===== src/rtl/array_mult_pkg.sv =====
// Shared widths and operand/product types for the unsigned array multiplier.
package array_mult_pkg;

  localparam int MULT_W = 4;
  localparam int PROD_W = 2 * MULT_W;

  typedef logic [MULT_W-1:0] operand_t;
  typedef logic [PROD_W-1:0] product_t;

endpackage : array_mult_pkg


===== src/rtl/array_mult_fa.sv =====
// One-bit full adder cell of the multiplier array; tie cin low for a half adder.
module array_mult_fa (
  input  logic a,
  input  logic b,
  input  logic cin,
  output logic sum,
  output logic cout
);

  logic half_sum;

  assign half_sum = a ^ b;
  assign sum      = half_sum ^ cin;
  assign cout     = (a & b) | (cin & half_sum);

endmodule : array_mult_fa


===== src/rtl/array_multiplier.sv =====
// Unsigned WIDTH x WIDTH ripple array multiplier with a single registered product.
module array_multiplier
  import array_mult_pkg::*;
#(
  parameter int WIDTH = MULT_W
) (
  input  logic                 clk,
  input  logic                 rst,
  input  logic [WIDTH-1:0]     a,
  input  logic [WIDTH-1:0]     b,
  output logic [2*WIDTH-1:0]   p
);

  logic [WIDTH-1:0]   pp      [WIDTH];
  logic [WIDTH:0]     row_sum [WIDTH];
  logic [2*WIDTH-1:0] p_d;
  logic [2*WIDTH-1:0] p_q;

  for (genvar i = 0; i < WIDTH; i++) begin : g_pp_row
    for (genvar j = 0; j < WIDTH; j++) begin : g_pp_bit
      assign pp[i][j] = a[j] & b[i];
    end
  end

  assign row_sum[0] = {1'b0, pp[0]};

  // Row i adds its partial products to the previous sum shifted right by one;
  // the row carry-out becomes the MSB of that row's sum.
  for (genvar i = 1; i < WIDTH; i++) begin : g_row
    logic [WIDTH-1:0] acc;
    logic [WIDTH-1:0] sum;
    logic [WIDTH:0]   carry;

    assign acc      = row_sum[i-1][WIDTH:1];
    assign carry[0] = 1'b0;

    for (genvar j = 0; j < WIDTH; j++) begin : g_cell
      array_mult_fa u_fa (
        .a    (acc[j]),
        .b    (pp[i][j]),
        .cin  (carry[j]),
        .sum  (sum[j]),
        .cout (carry[j+1])
      );
    end

    assign row_sum[i] = {carry[WIDTH], sum};
  end

  always_comb begin
    p_d = '0;
    for (int i = 0; i < WIDTH; i++) begin
      p_d[i] = row_sum[i][0];
    end
    p_d[2*WIDTH-1:WIDTH] = row_sum[WIDTH-1][WIDTH:1];
  end

  always_ff @(posedge clk or posedge rst) begin
    if (rst) begin
      p_q <= '0;
    end else begin
      p_q <= p_d;
    end
  end

  assign p = p_q;

endmodule : array_multiplier


===== config.mk =====
export PLATFORM = sky130hd
export DESIGN_NAME = array_multiplier
export DESIGN_NICKNAME = d
export VERILOG_FILES = /design/src/rtl/array_mult_pkg.sv /design/src/rtl/array_mult_fa.sv /design/src/rtl/array_multiplier.sv
export SDC_FILE = /design/constraint.sdc
export NUM_CORES = 1
export LEC_CHECK = 0
export ABC_CLOCK_PERIOD_IN_PS = 800
export BUFFER_PORTS_ARGS = -buffer_cell sky130_fd_sc_hd__buf_2
export CAP_MARGIN = 20
export CORE_AREA = 3 3 40 42
export CTS_CLUSTER_DIAMETER = 150
export DETAILED_ROUTE_END_ITERATION = 8
export DIE_AREA = 0 0 43 45
export PLACE_DENSITY = 0.69
export SLEW_MARGIN = 0
export SYNTH_ARGS = -nofsm -noshare
export SYNTH_HDL_FRONTEND = slang
export SYNTH_HIERARCHICAL = 1
export SYNTH_SLANG_ARGS = --single-unit

===== constraint.sdc =====
create_clock -name clk -period 0.8 [get_ports clk]
set_input_delay 0.08 -clock clk [delete_from_list [all_inputs] [get_ports clk]]
set_output_delay 0.08 -clock clk [all_outputs]
set_load 0.02 [all_outputs]

# ---- Word-level counts from Yosys, hierarchy flattened
# Cells that the tools add are included.
dict set report classes {
  bitwise 64
}
# operator n
set op_table {}
lappend op_table {{1-bit AND} 36}
lappend op_table {{1-bit bitwise XOR} 20}
lappend op_table {{1-bit OR} 8}
dict set report totals {
  in_bits 10
  out_inout_bits 8
  register_bits 8
}

# ---- Logic depth before layout (Yosys ltp)
dict set report logic_depth {
  word_depth 16
  mapped_depth 9
}

# ---- By module
# The synthesis kept the hierarchy.
# mod area_per_inst_um2 n_inst cells_each
set modules_own_cells {}
lappend modules_own_cells {array_multiplier 307.8 1 26}
lappend modules_own_cells {array_mult_fa 20.0 12 1}

# ---- Worst setup path before layout
# OpenSTA, ideal clock, no wires.
dict set report synth_path {
  kind {input to register}
  from {input a[1]}
  to {register p_q[6] (netlist: p[6])}
  arrival_ns 3.643
  required_time_ns 0.664
  path_buffers 0
  stages 9
  setup_slack_ns -2.978
  path_cell_list {and2_1 -> fa_1 -> fa_1 -> fa_1 -> fa_1 -> fa_1 -> fa_1 -> fa_1 -> fa_1}
}
dict set report synth_via {
  elab_chain_cells 15
  word_cells_on_any_way 42
}
# item line
set synth_rtl {}
lappend synth_rtl {{start, declared} array_multiplier.sv:9} ;# input logic [WIDTH-1:0] a,
lappend synth_rtl {{1-bit AND *} array_multiplier.sv:21} ;# assign pp[i][j] = a[j] & b[i];
lappend synth_rtl {{1-bit AND *} array_mult_fa.sv:14} ;# assign cout = (a & b) | (cin & half_sum);
lappend synth_rtl {{via g_row[1].carry[1]} array_multiplier.sv:32} ;# logic [WIDTH:0] carry;
lappend synth_rtl {{1-bit AND *} array_mult_fa.sv:14}
lappend synth_rtl {{1-bit OR *} array_mult_fa.sv:14}
lappend synth_rtl {{via g_row[1].carry[2]} array_multiplier.sv:32}
lappend synth_rtl {{1-bit AND *} array_mult_fa.sv:14}
lappend synth_rtl {{1-bit OR *} array_mult_fa.sv:14}
lappend synth_rtl {{via g_row[1].carry[3]} array_multiplier.sv:32}
lappend synth_rtl {{[... 1 more ...]} --}
lappend synth_rtl {{via g_row[1].sum[3]} array_multiplier.sv:31} ;# logic [WIDTH-1:0] sum;
lappend synth_rtl {{[... 3 more ...]} --}
lappend synth_rtl {{via g_row[2].carry[3]} array_multiplier.sv:32}
lappend synth_rtl {{1-bit bitwise XOR *} array_mult_fa.sv:13} ;# assign sum = half_sum ^ cin;
lappend synth_rtl {{via g_row[2].sum[3]} array_multiplier.sv:31}
lappend synth_rtl {{1-bit bitwise XOR} array_mult_fa.sv:12} ;# assign half_sum = a ^ b;
lappend synth_rtl {{1-bit AND} array_mult_fa.sv:14}
lappend synth_rtl {{1-bit OR *} array_mult_fa.sv:14}
lappend synth_rtl {{via g_row[3].carry[3]} array_multiplier.sv:32}
lappend synth_rtl {{1-bit bitwise XOR *} array_mult_fa.sv:13}
lappend synth_rtl {{via g_row[3].sum[3]} array_multiplier.sv:31}
lappend synth_rtl {{end signal, assigned} array_multiplier.sv:62} ;# p_q <= p_d;
lappend synth_rtl {{end, declared} array_multiplier.sv:17} ;# logic [2*WIDTH-1:0] p_q;
# The timed path passes the listed nets; every way through them passes the cells marked *.

==> impl_metrics.env <==
export IMPL_drt_wirelength_per_cell_um=11.4
export IMPL_clk_pin_slew_worst_paths_ps=50
export IMPL_violations="setup timing"
export IMPL_syn_area_um2=548
export IMPL_drive_gt1_share_pct=59.4
export IMPL_crit_slowest_cell="fa_2"
export IMPL_critPathKind="in -> reg"
export IMPL_layout_min_cycle_time_ps=3480
export IMPL_critical_path_max_stage_delay_ps=530
export IMPL_design_core_area_um2=1280
export IMPL_rows=13
export IMPL_whs_ps=168
export IMPL_nFillCells=103
export IMPL_fin_crit_sh_pct=435
export IMPL_root_buffer="clkbuf_4"
export IMPL_fin_nets=93
export IMPL_grt_pass1_vias=437
export IMPL_arrival_ps=3660
export IMPL_cp_common_cell="fa_2"
export IMPL_finalHoldViolations=0
export IMPL_dieArea_um2=1940
export IMPL_setup_viol=14
export IMPL_cts_buffers=3
export IMPL_max_freq_mhz=288
export IMPL_grt_start_max_net_pins=9
export IMPL_timing_final_ws_setup_ps=-2680
export IMPL_worstPathRequired_ps=980
export IMPL_dp_slack_ps=-3120
export IMPL_crit_buf_inv=1
export IMPL_met3_usage_pct=2.39
export IMPL_ys_seq_elements=8
export IMPL_largest_reg_flops=8
export IMPL_maxSlewViolCount=0
export IMPL_synth_distinct_cells=5
export IMPL_overflow=0
export IMPL_chipWidth_um=43
export IMPL_crit_family="adder cells"
export IMPL_crit_chain="buf_6 > and2_4 > fa_2 > fa_2 > fa_2 > fa_1 > fa_2 > fa_1 > fa_2 > fa_2"
export IMPL_outcome="complete, but fails checks"
export IMPL_io_buffers=17
export IMPL_hold_path_class="in -> reg"
export IMPL_drc_errors=0
export IMPL_tns_ps=-11910
export IMPL_start_kind="primary input"
export IMPL_place_area_um2=728
export IMPL_start_util_pct=42.6
export IMPL_place_congestion=0.702
export IMPL_gr_usage_met1_pct=11.7
export IMPL_stdcell_count=84
export IMPL_vias=377
export IMPL_synthCells=38
export IMPL_cts_tree="yes"
export IMPL_grt_pass1_wl_um=1730
export IMPL_power_density_nw_per_um2=2070
export IMPL_multi_input_area_um2=390
export IMPL_ys_seq_area_share_pct=36.5
export IMPL_grtUsageTotal_pct=13.1
export IMPL_maxCapViolations=0
export IMPL_finish_utilization_pct=65.3
export IMPL_avgSynthCellArea_um2=14.4
export IMPL_routed_via_density=4.49
export IMPL_final_area_um2=840
export IMPL_final_seq_area_um2=200
export IMPL_io_pins=18
export IMPL_antenna_found_initial=0
export IMPL_syn2layout_area_growth_pct=53.2
export IMPL_grt_busiest_layer="met2"
export IMPL_cts_htree_levels=1
export IMPL_power_mw=1.74
export IMPL_antenna_left=0
export IMPL_diodes=0
export IMPL_finalWirelength_um=961
export IMPL_fp_dieH_um=45
export IMPL_first_pass_iters=2
export IMPL_p_leak_nw=0.396
export IMPL_place_inst=78
export IMPL_cts_buffer_depth=2
export IMPL_end_kind="register"
export IMPL_clock_sinks=8
export IMPL_use_met2_pct=25.1
export IMPL_rsz0062_at_grt="yes"
export IMPL_vdd_drop_max_v=0.000759
export IMPL_yosysWarnings=6
export IMPL_path_max_fanout=2
export IMPL_dr_first_iter_drc_count=1
[final cells by class]
type | count | share of cell area, %
clock buffer | 3 | 2.68
inverter | 1 | 0.447
timing repair buffer | 25 | 24.3
tap | 15 | 2.24
multi-input combinational | 32 | 46.5
sequential | 8 | 23.8
[cell usage in the layout (no fill, tap or decap)]
cell type / netlist / routed
dlygate4sd3_1: 0 / 1
and2_1: 16 / 12
dfrtp_1: 8 / 8
fa_1: 12 / 2
buf_6: 0 / 9
inv_1: 1 / 1
fa_2: 0 / 10
buf_2: 0 / 8
and2_4: 0 / 4
buf_4: 0 / 7
conb_1: 1 / 4
clkbuf_4: 0 / 3
[where the power goes]
group | total, mW | internal (mW) | switching, mW | leakage (nW)
Clock | 0.291 | 0.170 | 0.120 | 0.0138
Sequential | 0.589 | 0.534 | 0.0549 | 0.0969
Combinational | 0.856 | 0.456 | 0.400 | 0.285
[synth_stat cells]
master	number	area share, %
and2_1	16	18
fa_1	12	44
dfrtp_1	8	37
conb_1	1	0.68
inv_1	1	0.68
[logic make-up (layout without fill, tap and decap cells)]
kind of cell	count (synthesis)	count (layout)	share of synthesized area, %
flip-flops	8	8	36.5
AND/OR/NAND/NOR	16	16	18.3
other	1	4	0.684
adder cells (fa/ha/maj)	12	12	43.8
buffers and inverters	1	29	0.684
[timing repair]
item,in CTS,in global routing
cloned,0,0
pin swaps,8,3
endpoints found under the setup margin,14,14
resized for setup,20,0
hold buffers,1,0
buffers inserted,1,1
endpoints found under the hold margin,8,0
[worst paths after layout]
kind	start	end	cells past startpoint
max	b[1]	p[6]	10
min	b[0]	p[0]	3
max in group asynchronous	rst	p[7]	3
min in group asynchronous	rst	p[0]	3
[per-layer routing]
layer  share of wire, %  wire, um
met1                 32       303
met2                 58       554
met3                9.2        88
met4                1.6        15
met5                  0         0
No activity file was read; power rests on OpenSTA's default activity.
